File: config.mk
export PLATFORM = sky130hd
export DESIGN_NAME = id_stage
export DESIGN_NICKNAME = d
export VERILOG_FILES = /design/src/rtl/cpu_pkg.sv /design/src/rtl/reg_file.sv /design/src/rtl/id_stage.sv
export SDC_FILE = /design/constraint.sdc
export NUM_CORES = 1
export LEC_CHECK = 0
export BUFFER_PORTS_ARGS = -buffer_cell sky130_fd_sc_hd__buf_2
export CAP_MARGIN = 10
export CORE_MARGIN = 1
export CORE_UTILIZATION = 45
export DETAILED_ROUTE_END_ITERATION = 7
export PLACE_DENSITY = 0.63
export SYNTH_ARGS = -nofsm -noshare
export SYNTH_HDL_FRONTEND = slang
export SYNTH_SLANG_ARGS = --single-unit
File: constraint.sdc
create_clock -name clock -period 6.05 [get_ports clock]
set_clock_uncertainty 0.05 [all_clocks]
set_input_delay 0.3025 -clock clock [delete_from_list [all_inputs] [get_ports clock]]
set_output_delay 0.3025 -clock clock [all_outputs]
set_load 0.03 [all_outputs]
File: src/rtl/cpu_pkg.sv
// Shared decode definitions for the ID stage: widths, instruction field
// positions, the opcode map and the control-bit bundle.
package cpu_pkg;

  localparam int DATA_W = 16;
  localparam int NREGS  = 8;
  localparam int REG_AW = 3;

  localparam int OP_HI = 15;
  localparam int OP_LO = 12;
  localparam int RD_HI = 11;
  localparam int RD_LO = 9;
  localparam int RS_HI = 8;
  localparam int RS_LO = 6;
  localparam int RT_HI = 5;
  localparam int RT_LO = 3;
  localparam int IMM6_W  = 6;
  localparam int IMM12_W = 12;

  typedef enum logic [3:0] {
    OP_R0   = 4'h0, OP_R1 = 4'h1, OP_R2 = 4'h2, OP_R3 = 4'h3,
    OP_R4   = 4'h4, OP_R5 = 4'h5, OP_R6 = 4'h6, OP_R7 = 4'h7,
    OP_ADDI = 4'h8,
    OP_LW   = 4'h9,
    OP_SW   = 4'hA,
    OP_BEQ  = 4'hB,
    OP_NOP0 = 4'hC, OP_NOP1 = 4'hD, OP_NOP2 = 4'hE,
    OP_JMP  = 4'hF
  } opcode_e;

  typedef struct packed {
    logic reg_write;
    logic mem_read;
    logic mem_write;
    logic branch;
    logic jump;
  } ctrl_t;

endpackage

File: src/rtl/reg_file.sv
// NREGS x DATA_W register file, two combinational read ports, one write port.
// R0 is hardwired to zero. Define ID_BYPASS_EN to forward same-cycle writes to reads.
module reg_file #(
  parameter int DATA_W = 16,
  parameter int NREGS  = 8,
  parameter int AW     = 3
) (
  input  logic              clock,
  input  logic              reset,
  input  logic              we,
  input  logic [AW-1:0]     waddr,
  input  logic [DATA_W-1:0] wdata,
  input  logic [AW-1:0]     raddr_a,
  input  logic [AW-1:0]     raddr_b,
  output logic [DATA_W-1:0] rdata_a,
  output logic [DATA_W-1:0] rdata_b
);

  logic [DATA_W-1:0] regs [NREGS];

  always_ff @(posedge clock or posedge reset) begin
    if (reset) begin
      for (int i = 0; i < NREGS; i++) regs[i] <= '0;
    end else if (we && (waddr != '0)) begin
      regs[waddr] <= wdata;
    end
  end

  always_comb begin
    rdata_a = regs[raddr_a];
    rdata_b = regs[raddr_b];
`ifdef ID_BYPASS_EN
    if (we && (waddr == raddr_a)) rdata_a = wdata;
    if (we && (waddr == raddr_b)) rdata_b = wdata;
`endif
    // R0 wins over any forwarded write
    if (raddr_a == '0) rdata_a = '0;
    if (raddr_b == '0) rdata_b = '0;
  end

endmodule

File: src/rtl/id_stage.sv
// Instruction decode stage: IF/ID register, decode, register-file read, load-use
// stall, flush, and the ID/EX register. Optional ID_BYPASS_EN forwards write-back data.
module id_stage #(
  parameter int DATA_W = cpu_pkg::DATA_W,
  parameter int NREGS  = cpu_pkg::NREGS
) (
  input  logic              clock,
  input  logic              reset,
  input  logic [DATA_W-1:0] instr_in,
  input  logic              instr_valid,
  input  logic              flush,
  input  logic              wb_en,
  input  logic [2:0]        wb_addr,
  input  logic [DATA_W-1:0] wb_data,
  output logic              pc_hold,
  output logic              ex_valid,
  output logic [3:0]        ex_op,
  output logic [2:0]        ex_rd,
  output logic [DATA_W-1:0] ex_a,
  output logic [DATA_W-1:0] ex_b,
  output logic [DATA_W-1:0] ex_imm,
  output logic              ex_reg_write,
  output logic              ex_mem_read,
  output logic              ex_mem_write,
  output logic              ex_branch,
  output logic              ex_jump
);
  import cpu_pkg::*;

  logic [DATA_W-1:0] ifid_instr;
  logic              ifid_valid;

  opcode_e           op;
  logic [2:0]        f_rd, f_rs, f_rt;
  logic [2:0]        ra_addr, rb_addr;
  logic              use_a, use_b;
  logic [DATA_W-1:0] rdata_a, rdata_b;
  logic [DATA_W-1:0] dec_imm;
  ctrl_t             dec_ctrl;
  ctrl_t             ex_ctrl;
  logic              stall;

  assign op   = opcode_e'(ifid_instr[OP_HI:OP_LO]);
  assign f_rd = ifid_instr[RD_HI:RD_LO];
  assign f_rs = ifid_instr[RS_HI:RS_LO];
  assign f_rt = ifid_instr[RT_HI:RT_LO];

  always_comb begin
    ra_addr  = f_rs;
    rb_addr  = f_rt;
    use_a    = 1'b0;
    use_b    = 1'b0;
    dec_imm  = '0;
    dec_ctrl = '0;
    case (op)
      OP_R0, OP_R1, OP_R2, OP_R3, OP_R4, OP_R5, OP_R6, OP_R7: begin
        use_a = 1'b1;
        use_b = 1'b1;
        dec_ctrl.reg_write = 1'b1;
      end
      OP_ADDI, OP_LW: begin
        use_a   = 1'b1;
        dec_imm = {{(DATA_W-IMM6_W){ifid_instr[IMM6_W-1]}}, ifid_instr[IMM6_W-1:0]};
        dec_ctrl.reg_write = 1'b1;
        dec_ctrl.mem_read  = (op == OP_LW);
      end
      OP_SW: begin
        use_a   = 1'b1;
        use_b   = 1'b1;
        rb_addr = f_rd;
        dec_imm = {{(DATA_W-IMM6_W){ifid_instr[IMM6_W-1]}}, ifid_instr[IMM6_W-1:0]};
        dec_ctrl.mem_write = 1'b1;
      end
      OP_BEQ: begin
        use_a   = 1'b1;
        use_b   = 1'b1;
        ra_addr = f_rd;
        rb_addr = f_rs;
        dec_imm = {{(DATA_W-IMM6_W){ifid_instr[IMM6_W-1]}}, ifid_instr[IMM6_W-1:0]};
        dec_ctrl.branch = 1'b1;
      end
      OP_JMP: begin
        dec_imm = {{(DATA_W-IMM12_W){ifid_instr[IMM12_W-1]}}, ifid_instr[IMM12_W-1:0]};
        dec_ctrl.jump = 1'b1;
      end
      default: ;
    endcase
  end

  reg_file #(.DATA_W(DATA_W), .NREGS(NREGS), .AW(REG_AW)) u_reg_file (
    .clock   (clock),
    .reset   (reset),
    .we      (wb_en),
    .waddr   (wb_addr),
    .wdata   (wb_data),
    .raddr_a (ra_addr),
    .raddr_b (rb_addr),
    .rdata_a (rdata_a),
    .rdata_b (rdata_b)
  );

  // Only operands the instruction actually reads can create a load-use hazard
  assign stall = ex_valid && (ex_op == OP_LW) && (ex_rd != 3'd0) && ifid_valid &&
                 ((use_a && (ra_addr == ex_rd)) || (use_b && (rb_addr == ex_rd)));
  assign pc_hold = stall && !flush;

  always_ff @(posedge clock or posedge reset) begin
    if (reset) begin
      ifid_instr <= '0;
      ifid_valid <= 1'b0;
      ex_valid   <= 1'b0;
      ex_op      <= '0;
      ex_rd      <= '0;
      ex_a       <= '0;
      ex_b       <= '0;
      ex_imm     <= '0;
      ex_ctrl    <= '0;
    end else begin
      if (flush) begin
        ifid_valid <= 1'b0;
      end else if (!stall) begin
        ifid_instr <= instr_in;
        ifid_valid <= instr_valid;
      end

      if (flush || stall || !ifid_valid) begin
        ex_valid <= 1'b0;
        ex_op    <= '0;
        ex_rd    <= '0;
        ex_a     <= '0;
        ex_b     <= '0;
        ex_imm   <= '0;
        ex_ctrl  <= '0;
      end else begin
        ex_valid <= 1'b1;
        ex_op    <= op;
        ex_rd    <= f_rd;
        ex_a     <= use_a ? rdata_a : '0;
        ex_b     <= use_b ? rdata_b : '0;
        ex_imm   <= dec_imm;
        ex_ctrl  <= dec_ctrl;
      end
    end
  end

  assign ex_reg_write = ex_ctrl.reg_write;
  assign ex_mem_read  = ex_ctrl.mem_read;
  assign ex_mem_write = ex_ctrl.mem_write;
  assign ex_branch    = ex_ctrl.branch;
  assign ex_jump      = ex_ctrl.jump;

endmodule
==> run summary <==
Leak = 4.795 nW
CP max-delay cell = nor2_2
Final Setup Violations = 0
Crit. End Element = flip-flop
HP Class = in -> async
Status = finished, violations left
TNS Setup = 0 ns
Sequential element share of the synthesized area = 0.5264
Initial antenna violation count = 1
Most used routing layer = met2
Critical Path Start Type = flip-flop
Non-filler instance count after layout = 1139
Slew @ Worst Pin = 1.215 ns
Worst hold slack = -0.04620 ns
Core box area = 18960 sq um
CTS tree = done
Crit Path Class = reg -> reg
Post-synthesis cell type count = 47
Placed Cells incl. Taps = 1107
RSZ-0062 raised after global routing = no
Pwr per Cell Area = 328.2 nW/um^2
Die Ht = 142.2 um
Cell Area, Placed = 9598 sq um
Row cnt = 50
Post-synthesis adder-cell area fraction = 0
Post-synthesis register bit count = 186
Die Wd = 142.2 um
Synth Area in XOR/XNOR = 0.01189
FF-to-FF Start = ifid_instr[12]
Clk root buf = clkbuf_16
Failing checks = negative hold slack
Routability cong. = 0.8003
Slew headroom = 0.1875
Req. time, crit path = 6.33 ns
Reg2Reg Depth = 6
IO buf count = 101
DRT antenna net count = 0
Vias in the first global route = 6363
Tot GR Track Use = 0.2404
Post-DP HPWL = 13670 um
Post-Synth Simple-Gate Area = 0.1199
Post-route clock period utilization = 0.5183
Ys flop type = dfrtp_1
CP delay by family, top = simple AND/OR/NAND/NOR gates
Setup bufs post-CTS = 0
GR Util met3 = 0.04576
Layout area overhead = 15.06%
Initial DRC Count = 537
Synth Instances = 788
First-pass iteration count of the detailed router = 5
Critical Path Max Stage Delay = 0.84 ns
Synth Warn # = 0
Hold Vio Cnt, Final = 41
Die area = 20210 sq um
Overflow after GRT = 0
RR Endpoint = ex_a[6]
Proportion of synthesized area in mux cells = 0.2141
Cells along the critical path = nand4b_4 -> mux2_2 -> inv_1 -> nor2_2 -> a32oi_1 -> and3_1
CTS sink cnt = 186
DRT Wirelength = 22800 um
Initial Util = 0.4665
Via/cell ratio = 5.649
Arrival time of the worst setup path = 3.41 ns
Largest family of logic cells by synthesized area = multiplexers
Ys async rst share = 1.000
Largest net degree at the start of global routing = 115
Total of max-cap violations = 0
Fin area = 10170 sq um
Netlist Area Pre-Place = 8842 sq um
Ports = 102
Crit path buffers/inverters = 1
Number of synthesized flops with an enable pin = 0
Hold buffers post-CTS = 0
Final net count = 906
Global-route wire length before repair = 36400 um
Crit path time final = 3.135 ns
Average wire per standard cell = 20.02 um
Clock buffer depth = 2
Met2 usage = 0.3777
R2R Setup Slk = 2.91 ns
Worst Path Max Fanout = 18
Syn Nets = 828
H-tree levels = 4
CTS Buf Count = 17
Worst-Skew Late Latency = 0.44 ns
Vias = 6434
Clock slew at reported path FFs = 0.08 ns
N_diodes = 0
Synth Area in Compound Gates = 0.09537
Share of cells above drive strength 1 = 0.3413
Fmax = 318.9 MHz
Syn_area_per_cell = 11.22 sq um
Remaining routing DRC violations = 0
Final Slew Violations = 0
Grt met1 use = 0.3264
Max VDD drop = 0.2265 mV
Post-CTS sizing = 0
report_power, final:
| group | internal, mW | switching (mW) |
|---|---|---|
| sequential | 1.43 | 0.160 |
| combinational | 0.301 | 0.362 |
| clock | 0.550 | 0.535 |
how the worst max path moves through the flow:
stage	startpoint	end	slack, ns	depth (start not counted)
CTS	ifid_instr[12]	ex_a[10]	2.90	6
floorplan	reset	ex_a[0]	0.64	1
detailed placement	ifid_instr[12]	ex_a[10]	2.91	6
global route	ifid_instr[13]	ex_b[3]	2.69	5
finish	ifid_instr[12]	ex_a[6]	2.91	6
global placement	ifid_instr[12]	ex_a[10]	2.99	6
routing by layer:
metal | vias up | part of all wire
met4 | 2 | 0.024
met2 | 235 | 0.46
met1 | 3204 | 0.45
met5 | - | 0.00061
met3 | 46 | 0.057
li1 | 2947 | -
state kept, by name, summed over array words and instances (netlist names):
register	count
ex_b	16
ex_mem_write	1
ex_valid	1
ex_mem_read	1
ex_imm	12
ex_op	4
u_reg_file.regs	112
ifid_instr	16
ex_reg_write	1
ex_a	16
ex_jump	1
ifid_valid	1
ex_branch	1
ex_rd	3
logic make-up (layout without fill, tap and decap cells):
group / Yosys count / in the layout
AOI/OAI and AO/OA: 133 / 133
muxes: 168 / 168
xor gates and xnor gates: 12 / 12
DFF: 186 / 186
buffers and inverters: 63 / 154
and+or+nand+nor: 226 / 226
worst reg2reg max path, stage by stage (launching register included):
cell and delay (ns):
dfrtp_1 0.64, nand4b_4 0.30, mux2_2 0.63, inv_1 0.10
nor2_2 0.84, a32oi_1 0.22, and3_1 0.24
cell usage in the layout, fill, tap and decap left out, types with 3 or more instances in the layout:
cell	n
clkinv_4	3
mux2_4	11
inv_8	3
xor2_1	5
buf_2	101
nand3b_1	3
nor3_1	3
inv_1	6
and3_1	28
a32oi_1	17
nor2_1	34
xnor2_1	7
nand4b_1	4
inv_6	7
buf_4	14
o31ai_2	3
nand2_1	134
o21ai_0	19
mux2i_1	32
clkbuf_16	17
mux2_2	122
a2111oi_0	16
dfrtp_1	186
a21oi_1	71
final cells by class:
class / count / area (sq um)
Multi-Input combinational cell: 539 / 3974
Inverter: 7 / 33.78
Tap cell: 260 / 325.3
Fill cell: 1670 / 8782
Clock buffer: 17 / 425.4
Sequential cell: 186 / 4654
Clock inverter: 15 / 150.1
Timing Repair Buffer: 115 / 610.6
per-stage QoR:
step	hold WS [ns]	setup WS [ns]	total power, mW	util
finish	-0.04620	2.915	3.339	0.5367
global route	0.03117	2.695	3.500	0.5367
CTS	0.003922	2.902	3.358	0.5367
detailed placement	0.4407	2.909	2.274	0.5063
global placement	0.4407	2.986	2.256	0.5063
floorplan	0.3189	0.6404	2.069	-
cell usage after synthesis (2+ instances only):
cell type | number | area, sq um
nand2_1 | 134 | 503.0
mux2i_1 | 34 | 340.3
buf_2 | 12 | 60.06
buf_4 | 5 | 37.54
inv_1 | 7 | 26.28
nand3_1 | 2 | 10.01
nand4_1 | 2 | 12.51
nand4b_1 | 4 | 35.03
mux2_2 | 122 | 1374
nor4bb_1 | 2 | 20.02
and3_1 | 28 | 175.2
nand3b_1 | 3 | 22.52
xor2_1 | 5 | 43.79
nand2b_1 | 2 | 12.51
o31ai_1 | 2 | 15.01
mux2_4 | 11 | 165.2
o21ai_0 | 19 | 95.09
a21oi_1 | 71 | 355.3
dfrtp_1 | 186 | 4654
clkbuf_1 | 32 | 120.1
xnor2_1 | 7 | 61.31
nor3_1 | 4 | 20.02
buf_6 | 2 | 22.52
a2111oi_0 | 16 | 140.1
nor2_1 | 35 | 131.4
a32oi_1 | 17 | 148.9
buf_1 | 4 | 15.01
Note: power is estimated with default switching activity, not from simulation.
